## src/rtl/spec_rollback_ctrl_pkg.sv

```systemverilog
// Shared definitions for the rollback controller: recovery state encoding,
// drain-counter width and the width derivations also used by the speculation vector.
package spec_rollback_ctrl_pkg;

  localparam int DRAIN_BIT = 4;

  typedef enum logic [2:0] {
    ST_IDLE    = 3'd0,
    ST_KILL    = 3'd1,
    ST_DRAIN   = 3'd2,
    ST_RESTORE = 3'd3,
    ST_REDIR   = 3'd4
  } state_e;

  function automatic int reg_id_bits(input int num_reg);
    return $clog2(num_reg);
  endfunction

  // One extra bit so level SPEC_DEPTH itself is representable.
  function automatic int spec_level_bits(input int spec_depth);
    return $clog2(spec_depth) + 1;
  endfunction

endpackage

```

## src/rtl/spec_rollback_ctrl_sat_counter.sv

```systemverilog
// Saturating up-counter: increments on inc, sticks at all-ones, clears on rst.
module spec_rollback_ctrl_sat_counter #(
  parameter int CNT_BIT = 16
) (
  input  logic               clk,
  input  logic               rst,
  input  logic               inc,
  output logic [CNT_BIT-1:0] cnt
);

  logic [CNT_BIT-1:0] cnt_q;
  logic [CNT_BIT-1:0] cnt_d;

  always_comb begin
    cnt_d = cnt_q;
    if (inc && (cnt_q != '1)) begin
      cnt_d = cnt_q + 1'b1;
    end
  end

  always_ff @(posedge clk) begin
    if (rst) begin
      cnt_q <= '0;
    end else begin
      cnt_q <= cnt_d;
    end
  end

  assign cnt = cnt_q;

endmodule

```

## src/rtl/spec_rollback_ctrl.sv

```systemverilog
// Misprediction recovery sequencer: squash, drain, restore tag map, redirect fetch,
// holding stall for the whole rollback.
module spec_rollback_ctrl
  import spec_rollback_ctrl_pkg::*;
#(
  parameter int NUM_TAG        = 4,
  parameter int NUM_REG        = 8,
  parameter int SPEC_DEPTH     = 4,
  parameter int PC_BIT         = 4,
  parameter int INST_ID_BIT    = 8,
  parameter int FLUSH_CYCLES   = 2,
  parameter int CNT_BIT        = 16,
  parameter int REG_ID_BIT     = reg_id_bits(NUM_REG),
  parameter int SPEC_LEVEL_BIT = spec_level_bits(SPEC_DEPTH)
) (
  input  logic                          clk,
  input  logic                          rst,
  input  logic                          br_pred_vld,
  input  logic                          br_pred_succ,
  input  logic [SPEC_LEVEL_BIT-1:0]     br_pred_fail_level,
  input  logic [NUM_TAG*REG_ID_BIT-1:0] br_pred_fail_tag_map,
  input  logic [PC_BIT-1:0]             br_pred_fail_pc,
  input  logic [INST_ID_BIT-1:0]        br_pred_fail_id,
  output logic                          stall,
  output logic                          kill_vld,
  output logic [SPEC_LEVEL_BIT-1:0]     kill_level,
  output logic                          tag_map_wr_vld,
  output logic [NUM_TAG*REG_ID_BIT-1:0] tag_map_wr_data,
  output logic                          redir_vld,
  input  logic                          redir_rdy,
  output logic [PC_BIT-1:0]             redir_pc,
  output logic [INST_ID_BIT-1:0]        redir_id,
  output logic [CNT_BIT-1:0]            fail_cnt
);

  typedef struct packed {
    logic [SPEC_LEVEL_BIT-1:0]     level;
    logic [NUM_TAG*REG_ID_BIT-1:0] tag_map;
    logic [PC_BIT-1:0]             pc;
    logic [INST_ID_BIT-1:0]        id;
  } rb_info_t;

  localparam logic [DRAIN_BIT-1:0] DRAIN_LOAD = DRAIN_BIT'(FLUSH_CYCLES - 1);

  state_e               state_q, state_d;
  logic [DRAIN_BIT-1:0] drain_q, drain_d;
  rb_info_t             info_q, info_d;
  logic                 mispredict;
  logic                 cnt_inc;

  assign mispredict = br_pred_vld & ~br_pred_succ;

  // NOTE: every signal written here gets a default first, so no path through the
  // case statement leaves one unassigned and no latch is inferred.
  always_comb begin
    state_d        = state_q;
    drain_d        = drain_q;
    info_d         = info_q;
    kill_vld       = 1'b0;
    tag_map_wr_vld = 1'b0;
    redir_vld      = 1'b0;
    cnt_inc        = 1'b0;
    unique case (state_q)
      ST_IDLE: begin
        if (mispredict) begin
          info_d.level   = br_pred_fail_level;
          info_d.tag_map = br_pred_fail_tag_map;
          info_d.pc      = br_pred_fail_pc;
          info_d.id      = br_pred_fail_id;
          state_d        = ST_KILL;
        end
      end
      ST_KILL: begin
        kill_vld = 1'b1;
        drain_d  = DRAIN_LOAD;
        state_d  = ST_DRAIN;
      end
      // Loaded with F-1 and left on zero, so the drain spans exactly F cycles.
      ST_DRAIN: begin
        if (drain_q == '0) begin
          state_d = ST_RESTORE;
        end else begin
          drain_d = drain_q - 1'b1;
        end
      end
      ST_RESTORE: begin
        tag_map_wr_vld = 1'b1;
        state_d        = ST_REDIR;
      end
      ST_REDIR: begin
        redir_vld = 1'b1;
        if (redir_rdy) begin
          cnt_inc = 1'b1;
          state_d = ST_IDLE;
        end
      end
      default: state_d = ST_IDLE;
    endcase
  end

  // NOTE: state is updated with non-blocking assignments so every flop samples
  // the pre-edge values regardless of process ordering.
  always_ff @(posedge clk) begin
    if (rst) begin
      state_q <= ST_IDLE;
      drain_q <= '0;
      info_q  <= '0;
    end else begin
      state_q <= state_d;
      drain_q <= drain_d;
      info_q  <= info_d;
    end
  end

  // Mealy term lets the mispredict cycle itself block issue.
  assign stall           = (state_q != ST_IDLE) | mispredict;
  assign kill_level      = info_q.level;
  assign tag_map_wr_data = info_q.tag_map;
  assign redir_pc        = info_q.pc;
  assign redir_id        = info_q.id;

  spec_rollback_ctrl_sat_counter #(
    .CNT_BIT (CNT_BIT)
  ) u_fail_cnt (
    .clk (clk),
    .rst (rst),
    .inc (cnt_inc),
    .cnt (fail_cnt)
  );

endmodule
```

## config.mk

```make
export PLATFORM = sky130hd
export DESIGN_NAME = spec_rollback_ctrl
export DESIGN_NICKNAME = d
export VERILOG_FILES = /design/src/rtl/spec_rollback_ctrl_pkg.sv /design/src/rtl/spec_rollback_ctrl_sat_counter.sv /design/src/rtl/spec_rollback_ctrl.sv
export SDC_FILE = /design/constraint.sdc
export NUM_CORES = 1
export LEC_CHECK = 0
export ABC_AREA = 1
export ABC_CLOCK_PERIOD_IN_PS = 2000
export CORE_UTILIZATION = 45
export DETAILED_ROUTE_END_ITERATION = 7
export PLACE_DENSITY_LB_ADDON = 0.08
export SYNTH_ARGS = -nofsm -noshare
export SYNTH_HDL_FRONTEND = slang
export SYNTH_SLANG_ARGS = --single-unit
```

## constraint.sdc

```tcl
create_clock -name clk -period 2 [get_ports clk]
set_clock_uncertainty 0.2 [all_clocks]
set_input_delay 0.4 -clock clk [delete_from_list [all_inputs] [get_ports clk]]
set_output_delay 0.4 -clock clk [all_outputs]
set_load 0.01 [all_outputs]
```

==> results summary <==
Headroom to the max-slew limit came out at between 80% and 90%. The total met2 wirelength after detailed routing is approximately 2500 microns. The number of hold buffers added after CTS was 0.

The via count of the first global-routing pass is a little under 2k. At the end of routability-driven placement, the weighted congestion stood at approximately 0.9. For the pin with the worst max-slew slack, the measured transition is between 0.2 and 0.3 ns. In the routed design, unresolved DRC markers number 0. The floorplan die width is between 70 and 80 microns.

The number of buffers and inverters on the critical path is 1. The worst setup path is of the reg2out kind. The sum of net half-perimeters after detailed placement came out at between 4000 and 5000 microns. The H-tree depth reported by CTS is 2. The net count of the finished layout is approximately 450.

The flow ran to the end, and the final reports show no timing, DRC or antenna violations. The number of hold violations in the final report came to 0. The pre-CTS setup slack came out at -0.260 ns. Setup repair after global routing left no endpoint under its margin.

The cell count after synthesis is roughly 320. The count of input and output buffers came out at 78. The power share of the combinational group came out at approximately 25%. After synthesis the cells add up to 0.00225 sq mm.

The placed cell count came out at about 470. In this run the power spent charging and discharging nets is about 0.72 mW. The worst path setup slack after routing came out at 0.0687 ns. STA classifies the critical path startpoint as a register. The type of element capturing the critical path is a primary output. The yosys synthesis warning count came out at 0. The total negative slack for setup checks is 0 ns.

The detailed router placed 2342 vias in this run. In the routed layout, each cell is associated on average with a via count of approximately 5. The post-route fraction of the period consumed by the critical path is 96.6%. The analysis attributes to cell leakage a power of ~1.2 nW. The die area is 0.00529 sq mm. The antenna diode count is 0.

The number of sinks on the clock net is 50. Fill cells in the final layout number around 440. The pin count of the biggest net entering global routing came out at 28.

In this run the critical register-to-register path is captured at u_fail_cnt.cnt[10]. The final hold slack is roughly 0.29 ns. The first global-routing pass estimated between 9000 and 10000 microns of wire. During I/O placement, the number of pins put on the boundary was approximately 80. In this run the worst setup path begins at u_fail_cnt.cnt[12]. Global routing used between 20% and 30% of the available tracks across all layers. The number of standard cells in the final layout excluding fillers is between 400 and 500.

The maximum clock rate came out at between 500 and 600 MHz. Data arrives at the worst endpoint at about 1.3 ns. The sequential power share came out at a little under half. The highest fanout seen on the critical path is 6. The post-CTS setup buffer count came out at 0. The detailed-route wire length is ~5600 microns. Net switching is about 28% of the power. In this run the worst setup path terminates at fail_cnt[12]. The die extent in y came out at around 73 microns. The initial antenna violation count came to 0. The number of max-slew violations in the final report is 0. The maximum count of clock buffers along a single path is 2.

The core footprint is approximately 0.0048 sq mm. The highest metal layer carrying signal wires in the routed design is met4. The area after detailed placement is between 0.003 and 0.004 sq mm. The number of DRC markers in iteration 0 came out at 138.

Clock-pin slew was measured on the worst setup and hold paths at roughly 0.09 ns. Setup violations remaining at the end of the flow were counted as 0. The mean instance size in the synthesized netlist came out at around 7 sq um.

In this design, the stage delay of the slowest critical-path cell is 0.58 ns. The floorplan has 25 rows. For this block, wires on met1 add up to 2600 microns. The utilization of the core after routing is between 60% and 70%. The fraction of final layout cells with drive strength greater than 1 came out at 10.9%. The later pin in the worst-skew pair is clocked with a latency of just over 0.3 ns.

The time the worst path needs with I/O delays and setup came out at 1.93 ns. In this run the critical register-to-register path is launched from u_fail_cnt.cnt[0]. The area of all placed cells without fillers came out at around 0.0033 sq mm. The TritonCTS clock tree is done.

The critical path goes through clkdlybuf4s50_1. The flop and latch count out of synthesis is 50. The design internal power came out at roughly 1.8 mW. Of the synthesized area, sequential elements account for 44.5%. The number of nets in the synthesized netlist is around 360. The worst register-to-register path has a depth of 7. The slowest stage of the critical path is the sky130_fd_sc_hd__clkdlybuf4s50_1 cell. The number of buffers added by the clock tree synthesis step is 5. The effective utilization at floorplan came out at a little under half. The design draws 2.52 mW. After detailed routing, the average wire length per cell comes to ~12 microns. The required time of the critical path came out at about 1.4 ns. The number of maximum-capacitance constraint violations is 0.

The worst supply voltage drop on vdd is 552 uV. The power density over the cells is between 700 and 800 mW/mm^2. The clock power share came out at 29.0%.

The layout overhead on the synthesized area is 46.3%. The category of cells accounting for the largest share of critical-path delay is buffers and inverters. The count of antenna-violating nets left after detailed routing is 0. The number of stages on the worst setup path came out at 1.

The number of search-and-repair iterations in the first detailed-routing pass is 4. The tree is rooted in a sky130_fd_sc_hd__clkbuf_8. The overflow left after global routing came out at 0.

The worst reg-to-reg setup slack is between 0.2 and 0.3 ns. The count of distinct cell types in the synthesized netlist is 28. The min-delay analysis places its worst path in the category reg2reg. After detailed routing, the met3 layer carries roughly 420 microns of wire.
## layout make-up
type | instances | area [sq um] | area share (%)
Sequential cell | 50 | 1000 | 30.5
Clock buffer | 5 | 68.8 | 2.09
Tap cell | 67 | 83.8 | 2.55
Multi-Input combinational cell | 243 | 1110 | 33.9
Clock inverter | 3 | 43.8 | 1.33
Inverter | 19 | 71.3 | 2.17
Timing Repair Buffer | 92 | 903 | 27.5
## synthesized netlist by cell type, drive strengths merged
| master | n | area [sq um] |
|---|---|---|
| nor2 | 106 | 423 |
| o211ai | 1 | 7.51 |
| buf | 6 | 57.6 |
| a21oi | 14 | 70.1 |
| o2111ai | 1 | 8.76 |
| a31oi | 1 | 6.26 |
| nand2 | 51 | 191 |
| and2 | 1 | 6.26 |
| o21a | 2 | 15.0 |
| inv | 19 | 71.3 |
| clkbuf | 4 | 15.0 |
| nor3 | 5 | 25.0 |
| xor2 | 1 | 8.76 |
| o22ai | 1 | 6.26 |
| o21ai | 31 | 159 |
| nand4 | 3 | 25.0 |
| dfxtp | 50 | 1000 |
| ha | 2 | 25.0 |
| nand3b | 1 | 7.51 |
| nand3 | 22 | 120 |
## power groups by stage
stage               sequential, mW  clock, mW  combinational [mW]
global route                  1.17      0.784               0.705
global placement              1.17          0               0.628
floorplan                     1.20          0               0.285
detailed placement            1.17          0               0.638
finish                        1.16      0.729               0.633
CTS                           1.15      0.753               0.634
## cell families (layout without fill, tap and decap cells)
group / after synthesis / in the layout / synth area share [%]
AO/OA/AOI/OAI: 51 / 51 / 12.1
XOR/XNOR: 1 / 1 / 0.389
adder cells (fa/ha/maj): 2 / 2 / 1.11
buffers and inverters: 29 / 119 / 6.40
flip-flops: 50 / 50 / 44.5
AND/OR/NAND/NOR: 189 / 189 / 35.5
## worst min-delay path by stage
stage                                   start                   to  slack [ns]  cells past startpoint
after floorplan                           rst   u_fail_cnt.cnt[11]        0.27                      1
after global placement    tag_map_wr_data[10]  tag_map_wr_data[10]        0.26                      2
after detailed placement        kill_level[0]        kill_level[0]        0.27                      2
after CTS                 tag_map_wr_data[10]  tag_map_wr_data[10]        0.29                      2
after global routing            kill_level[0]        kill_level[0]        0.31                      2
final                           kill_level[0]        kill_level[0]        0.29                      2
## placed cells by master (no fill, tap or decap), drive strengths merged
master	synthesis	final
ha	2	2
o22ai	1	1
buf	6	14
nand4	3	3
nand3	22	22
clkdlybuf4s50	0	74
clkdlybuf4s15	0	1
o2111ai	1	1
clkinv	0	1
xor2	1	1
o211ai	1	1
nor3	5	5
inv	19	20
bufinv	0	1
nand2	51	51
dfxtp	50	50
o21ai	31	31
nand3b	1	1
and2	1	1
nor2	106	106
clkbuf	4	6
dlygate4sd2	0	2
a31oi	1	1
a21oi	14	14
o21a	2	2
## what timing repair did
action                                 4_1_cts  5_1_grt
gates resized for setup                      8        6
endpoints found under the hold margin        0        0
setup endpoints to repair                    4        3
## flip-flops by register name, summed over array words and instances, names as in the netlist
| signal | flops |
|---|---|
| drain_q | 4 |
| tag_map_wr_data | 12 |
| state_q | 3 |
| redir_pc | 4 |
| redir_id | 8 |
| u_fail_cnt.cnt | 16 |
| kill_level | 3 |
## worst register-to-register path, cell delays in order (launching register included)
cell and delay, ns:
sky130_fd_sc_hd__dfxtp_1 0.42, sky130_fd_sc_hd__ha_1 0.20, sky130_fd_sc_hd__inv_1 0.07, sky130_fd_sc_hd__nor2_2 0.21, sky130_fd_sc_hd__nand4_2 0.15, sky130_fd_sc_hd__buf_4 0.21, sky130_fd_sc_hd__a21oi_1 0.15, sky130_fd_sc_hd__nor2_1 0.06
## routing by layer
layer,global-route usage [%],vias up
li1,-,1215
met5,0,-
met1,30.8,1044
met3,6.49,7
met2,31.5,76
met4,8.93,0
No activity file was read; power rests on OpenSTA's default activity.
